[src/rtl/mul_controller.sv]
// Sequencing FSM for a repeated-addition multiplier: takes A then B over a shared
// valid/ready bus, strobes the datapath through the add loop and holds done/err until acked.
module mul_controller #(
  parameter int WIDTH    = 16,
  parameter int MAX_ITER = 65535
) (
  input  logic             clk,
  input  logic             rst,
  input  logic             in_valid,
  input  logic [WIDTH-1:0] data_in,
  input  logic             eqZ,
  input  logic             abort,
  input  logic             res_ack,
  output logic             in_ready,
  output logic             ldA,
  output logic             ldB,
  output logic             clrP,
  output logic             ldP,
  output logic             decB,
  output logic             busy,
  output logic             done,
  output logic             err,
  output logic [WIDTH-1:0] iter_cnt,
  output logic [2:0]       state_dbg
);

  typedef enum logic [2:0] {
    S_IDLE  = 3'd0,
    S_GET_B = 3'd1,
    S_ADD   = 3'd2,
    S_DONE  = 3'd3,
    S_ERR   = 3'd4
  } state_t;

  localparam logic [WIDTH-1:0] ITER_LIMIT = WIDTH'(MAX_ITER - 1);

  state_t state, state_nxt;
  logic   take_b;
  logic   add_step;

  // Handshake: an operand transfers on a rising edge where in_valid && in_ready;
  // in_ready is high only in IDLE/GET_B and drops while abort is asserted.
  assign take_b   = (state == S_GET_B) && in_valid && !abort;
  assign add_step = (state == S_ADD) && !abort;

  always_ff @(posedge clk or posedge rst) begin
    if (rst) state <= S_IDLE;
    else     state <= state_nxt;
  end

  always_comb begin
    state_nxt = state;
    if (abort) begin
      state_nxt = S_IDLE;
    end else begin
      case (state)
        S_IDLE:  if (in_valid) state_nxt = S_GET_B;
        S_GET_B: if (in_valid) state_nxt = (data_in == '0) ? S_DONE : S_ADD;
        S_ADD: begin
          if (eqZ)                        state_nxt = S_DONE;
          else if (iter_cnt == ITER_LIMIT) state_nxt = S_ERR;
        end
        S_DONE:  if (res_ack) state_nxt = S_IDLE;
        S_ERR:   if (res_ack) state_nxt = S_IDLE;
        default: state_nxt = S_IDLE;
      endcase
    end
  end

  // All outputs are held low while rst is asserted, not just after the edge.
  always_comb begin
    in_ready = 1'b0;
    ldA      = 1'b0;
    ldB      = 1'b0;
    clrP     = 1'b0;
    ldP      = 1'b0;
    decB     = 1'b0;
    busy     = 1'b0;
    done     = 1'b0;
    err      = 1'b0;
    if (!rst) begin
      case (state)
        S_IDLE: begin
          in_ready = !abort;
          ldA      = in_valid && !abort;
        end
        S_GET_B: begin
          in_ready = !abort;
          busy     = 1'b1;
          ldB      = take_b;
          clrP     = take_b;
        end
        S_ADD: begin
          busy = 1'b1;
          ldP  = add_step;
          decB = add_step;
        end
        S_DONE:  done = 1'b1;
        S_ERR:   err  = 1'b1;
        default: ;
      endcase
    end
  end

  // Counts ADD cycles; saturates so a runaway loop can never look short.
  always_ff @(posedge clk or posedge rst) begin
    if (rst) begin
      iter_cnt <= '0;
    end else if (take_b) begin
      iter_cnt <= '0;
    end else if (add_step && (iter_cnt != '1)) begin
      iter_cnt <= iter_cnt + 1'b1;
    end
  end

  assign state_dbg = state;

endmodule

[config.mk]
export PLATFORM = sky130hd
export DESIGN_NAME = mul_controller
export DESIGN_NICKNAME = d
export VERILOG_FILES = /design/src/rtl/mul_controller.sv
export SDC_FILE = /design/constraint.sdc
export NUM_CORES = 1
export LEC_CHECK = 0
export CAP_MARGIN = 40
export CORE_UTILIZATION = 47
export CTS_BUF_LIST = sky130_fd_sc_hd__clkbuf_16
export DETAILED_ROUTE_END_ITERATION = 6
export PLACE_DENSITY = 0.89
export SYNTH_ARGS = -nofsm -noshare
export SYNTH_HDL_FRONTEND = slang
export SYNTH_SLANG_ARGS = --single-unit
[constraint.sdc]
create_clock -name clk -period 4.9 [get_ports clk]
set_input_delay 1.47 -clock clk [delete_from_list [all_inputs] [get_ports clk]]
set_output_delay 1.47 -clock clk [all_outputs]
set_load 0.005 [all_outputs]
* Word level (Yosys, flattened, before mapping)
Cells that the tools add are included.
** Storage, ports and cells
- Flip-flop bits (word level) :: 19
- Bits in latches :: 0
- Memory bits (writable) :: 0
- Bits in read-only memories :: 0
- Word-level logic and storage cells :: 50
- Memories kept :: 0
** Cells by class
- Add/sub/neg operators :: 1
- Multipliers :: 0
- Div/mod/pow operators :: 0
- Order comparisons :: 0
- Eq/ne operators :: 10
- Shift-type cells :: 0
- Multiplexer cells :: 24
- Bitwise logic cells :: 0
- Reductions and logical operators :: 13
** Operators with widths (number)
- $mux W16 :: 2
- $mux W3 :: 6
- $add A16 B1 Y16 const B :: 1
- $eq A16 B16 Y1 const B :: 1
- $logic_not A16 Y1 :: 1
- $ne A16 B16 Y1 const B :: 1
- $mux W1 :: 15
- $pmux W3 S4 :: 1
- $eq A3 B2 Y1 const B :: 2
- $ne A3 B3 Y1 const B :: 2
- $reduce_or A2 Y1 :: 3
- $logic_and A1 B1 Y1 :: 5
- $ne A4 B3 Y1 const B :: 1
- $reduce_and A4 Y1 :: 1
- $eq A3 B1 Y1 const B :: 1
- $eq A3 B3 Y1 const B :: 1
- $logic_not A3 Y1 :: 1
- $ne A3 B1 Y1 const B :: 1
- $reduce_bool A2 Y1 :: 1
- $logic_not A1 Y1 :: 1

* Logic depth before layout (Yosys ltp)
- Word-level depth :: 5
- Depth in mapped cells :: 6
- Gate-level depth less buffers :: 6

* Least setup slack after synthesis
OpenSTA, ideal clock, no wires.
- Path type :: input-to-output
- Start :: in abort
- End :: out ldB
- Data arrival time :: 2.457 ns
- Data required time :: 3.430 ns
- Slack :: 0.973 ns
- Stages :: 5
- Buffers on the path :: 2
- Cells stage by stage :: nor4b_1 nand2_1 clkbuf_1 nor2_1 buf_4
** Between the ends
- Longest elaborated chain between the ends :: 4
** Ends and longest elaborated chain
- from (decl) :: RTL line 12 : input logic abort,
- $logic_not A1 Y1 :: RTL line 43 : assign take_b = (state == S_GET_B) && in_valid && !abort;
- $logic_and A1 B1 Y1 :: RTL line 43
- $mux W1 (2 in series)
- to (decl) :: RTL line 16 : output logic ldB,
No other way between the ends.

* Final worst setup path
- Start :: in abort
- End :: out ldP
** Between the ends
- Longest elaborated chain between the ends :: 4
** Ends and longest elaborated chain
- $logic_not A1 Y1 :: RTL line 44 : assign add_step = (state == S_ADD) && !abort;
- $logic_and A1 B1 Y1 :: RTL line 44
- $mux W1 :: RTL line 82 : case (state)
- $mux W1 :: RTL line 81 : if (!rst) begin
- to (decl) :: RTL line 18 : output logic ldP,
No other way between the ends.

==> qor.yml <==
p_int_mw: 0.368
worstHoldStart: "iter_cnt[4]$_DFFE_PP0P_"
critPathLaunchType: "input port"
place_congestion: 0.878
syn_area_per_cell_um2: 8.63
clock.fmax_mhz: 213
cts_tree: "done"
post-cts-setup-buffers: 0
cts_root_buf: "clkbuf_16"
die_h_um: 54.3
final_util: 0.747
p_leak_nw: 0.692
num_antenna_cells: 0
p_sw_mw: 0.154
cts_buffers: 3
p_seq_frac: 0.394
synthCells: 149
hold_violations: 0
synth_cell_types: 37
worst_skew_pair.late_latency_ns: 0.25
instances_no_fill: 228
grt_antenna_before_repair: 0
core_um2: 2520
status: "finished, final reports clean"
wl_um: 3930
numPortBuffers: 49
drv_slew: 0
track_usage: 0.297
r2r-start: "state_dbg[2]$_DFFE_PP0P_"
cts.sinks: 19
ctsHoldBuffers: 0
nNetsFinal: 223
vias_per_cell: 6.31
post_route_cells_drive_above_1_share: 0.0606
antenna_left: 0
grt_pass1_vias: 1393
num_vias: 1438
worstHoldEndpoint: "iter_cnt[4]$_DFFE_PP0P_"
cts_resized: 0
skew_ns: 0.00688
rrSetupSlack_ns: 2.39
ir_worst_vdd_uv: 264
rr_endpoint: "iter_cnt[11]$_DFFE_PP0P_"
grt_overflow_total: 0
timing.final.crit_share: 0.958
maxSlewHeadroom: 0.398
grt_max_degree: 20
tightest_slew_ns: 0.895
power.share.combinational: 0.281
cp-end-kind: "output pin"
powerDensity_nw_per_um2: 277
syn_nets: 173
die_area_um2: 2950
max-clock-path-buffers: 2
fin_setup_tns_ns: 0
holdPathStages: 1
io_pins: 50
area_growth_pct: 46.5
drc: 0
yosys_warnings: 0
start_util: 0.510
crit_arrival_ns: 3.23
critPathMaxFanout: 6
r2r_cells: 5
dpl.cell_count: 224
rows: 18
maxCapViolations: 0
setup_viol: 0
rsz0062_at_grt: "no"
clkPwrFrac: 0.325
swShare: 0.295
syn_area_um2: 1290
wl_per_cell_um: 17.2
dp_hpwl_um: 2830
crit_type: "in -> out"
period_needed_ns: 4.70
ys_seq_area_frac: 0.370
hp-class: "reg -> reg"
synth_seq_cells: 19
dr.pass1.iters: 4
grt_pass1_wl_um: 6290
htreeDepth: 1
cp_data_required_time_ns: 3.43
path_clk_slew_ns: 0.05
first_iter_violations: 70
die_w_um: 54.3
cell usage after synthesis (all sizes together):
master    n  area share
inv       7       0.020
dfrtp    19        0.37
nor4bb    2       0.016
o211a     1      0.0078
ha        2       0.019
a31oi     2      0.0097
and3      1      0.0049
o21ai     5       0.019
buf       4       0.024
nand4     6       0.029
or4       6       0.038
o211ai    1      0.0058
and2      3       0.015
clkbuf    6       0.018
mux2      1      0.0088
mux2i     5       0.039
nor3      9       0.035
o221ai    1      0.0068
and4      3       0.020
a211oi    1      0.0058
or4b      1      0.0078
nor2      3      0.0088
nand3     6       0.023
a21oi    10       0.039
nand2    17       0.050
o31ai     6       0.035
nor4b     4       0.027
a2111oi   2       0.014
nor2b     1      0.0049
xnor2     1      0.0068
a2111o    2       0.018
nor4      9       0.044
nand2b    2      0.0097
per-layer routing:
metal,vias to the layer above,share of wire,global-route usage
met1,681,0.38,0.329
met4,0,0.036,0.162
met5,-,0,0
li1,670,-,-
met2,70,0.52,0.533
met3,17,0.063,0.0528
flip-flops by register name (all words and copies together) (netlist names):
register   cells
iter_cnt      16
state_dbg      3
metrics by stage:
| step | setup slack [ns] | instance area [µm²] | hold WS [ns] | power, mW |
|---|---|---|---|---|
| after floorplan | 0.973 | 1290 | 0.541 | 0.273 |
| after global placement | 0.269 | 1800 | 0.561 | 0.345 |
| after detailed placement | 0.219 | 1800 | 0.586 | 0.352 |
| after CTS | 0.208 | 1880 | 0.594 | 0.522 |
| after global routing | 0.110 | 1880 | 0.611 | 0.549 |
| final | 0.204 | 1880 | 0.586 | 0.522 |
worst max-delay path: stages:
cell             delay (ns)
clkdlybuf4s50_1        0.50
or4b_1                 0.59
nor2_1                 0.15
clkdlybuf4s50_1        0.52
cell families (layout without fill, tap and decap cells):
group	count (synthesis)	after routing	share of synthesized area
flip-flops	19	19	0.370
AND/OR/NAND/NOR	73	73	0.333
adder cells (fa/ha/maj)	2	2	0.0195
multiplexers	6	6	0.0477
XOR/XNOR	1	1	0.00681
buffers and inverters	17	66	0.0632
AO/OA/AOI/OAI	31	31	0.161
worst max path at each step:
stage | start | endpoint | slack (ns) | cells after the start
after CTS | abort | ldP | 0.21 | 4
final | abort | ldP | 0.20 | 4
after global placement | abort | decB | 0.27 | 4
after detailed placement | abort | ldP | 0.22 | 4
after floorplan | abort | ldB | 0.97 | 5
after global routing | abort | ldB | 0.11 | 5
power groups by stage:
stage                     Clock, mW  Sequential, mW  Combinational [mW]
after floorplan                   0           0.194              0.0794
after global placement            0           0.205               0.140
after detailed placement          0           0.207               0.145
after CTS                     0.171           0.204               0.146
after global routing          0.178           0.208               0.163
final                         0.170           0.206               0.147
layout by cell type (no fill, tap or decap), types with 2 or more instances in the layout:
cell	Yosys	layout
or4_1	5	5
nand4_1	6	6
ha_1	2	2
a21oi_1	10	10
nor4b_1	4	4
a2111oi_0	2	2
nor3_1	9	9
dfrtp_1	19	19
inv_1	7	7
clkdlybuf4s50_1	0	49
clkbuf_16	0	3
o21ai_0	5	5
and4_1	3	3
nor2_1	3	3
nor4bb_1	2	2
and2_1	3	3
o31ai_1	6	6
a2111o_1	2	2
a31oi_1	2	2
buf_4	2	6
nand2b_1	2	2
nor4_1	9	9
nand3_1	6	6
mux2i_1	5	5
nand2_1	17	17
area by class of cell:
| type | count | area (µm²) |
|---|---|---|
| fill | 180 | 638 |
| clock buffer | 3 | 75.1 |
| sequential | 19 | 475 |
| inverter | 7 | 26.3 |
| multi-input combinational | 113 | 729 |
| timing repair buffer | 55 | 536 |
| tap | 30 | 37.5 |
| clock inverter | 1 | 5.00 |
Note: power is estimated with default switching activity, not from simulation.
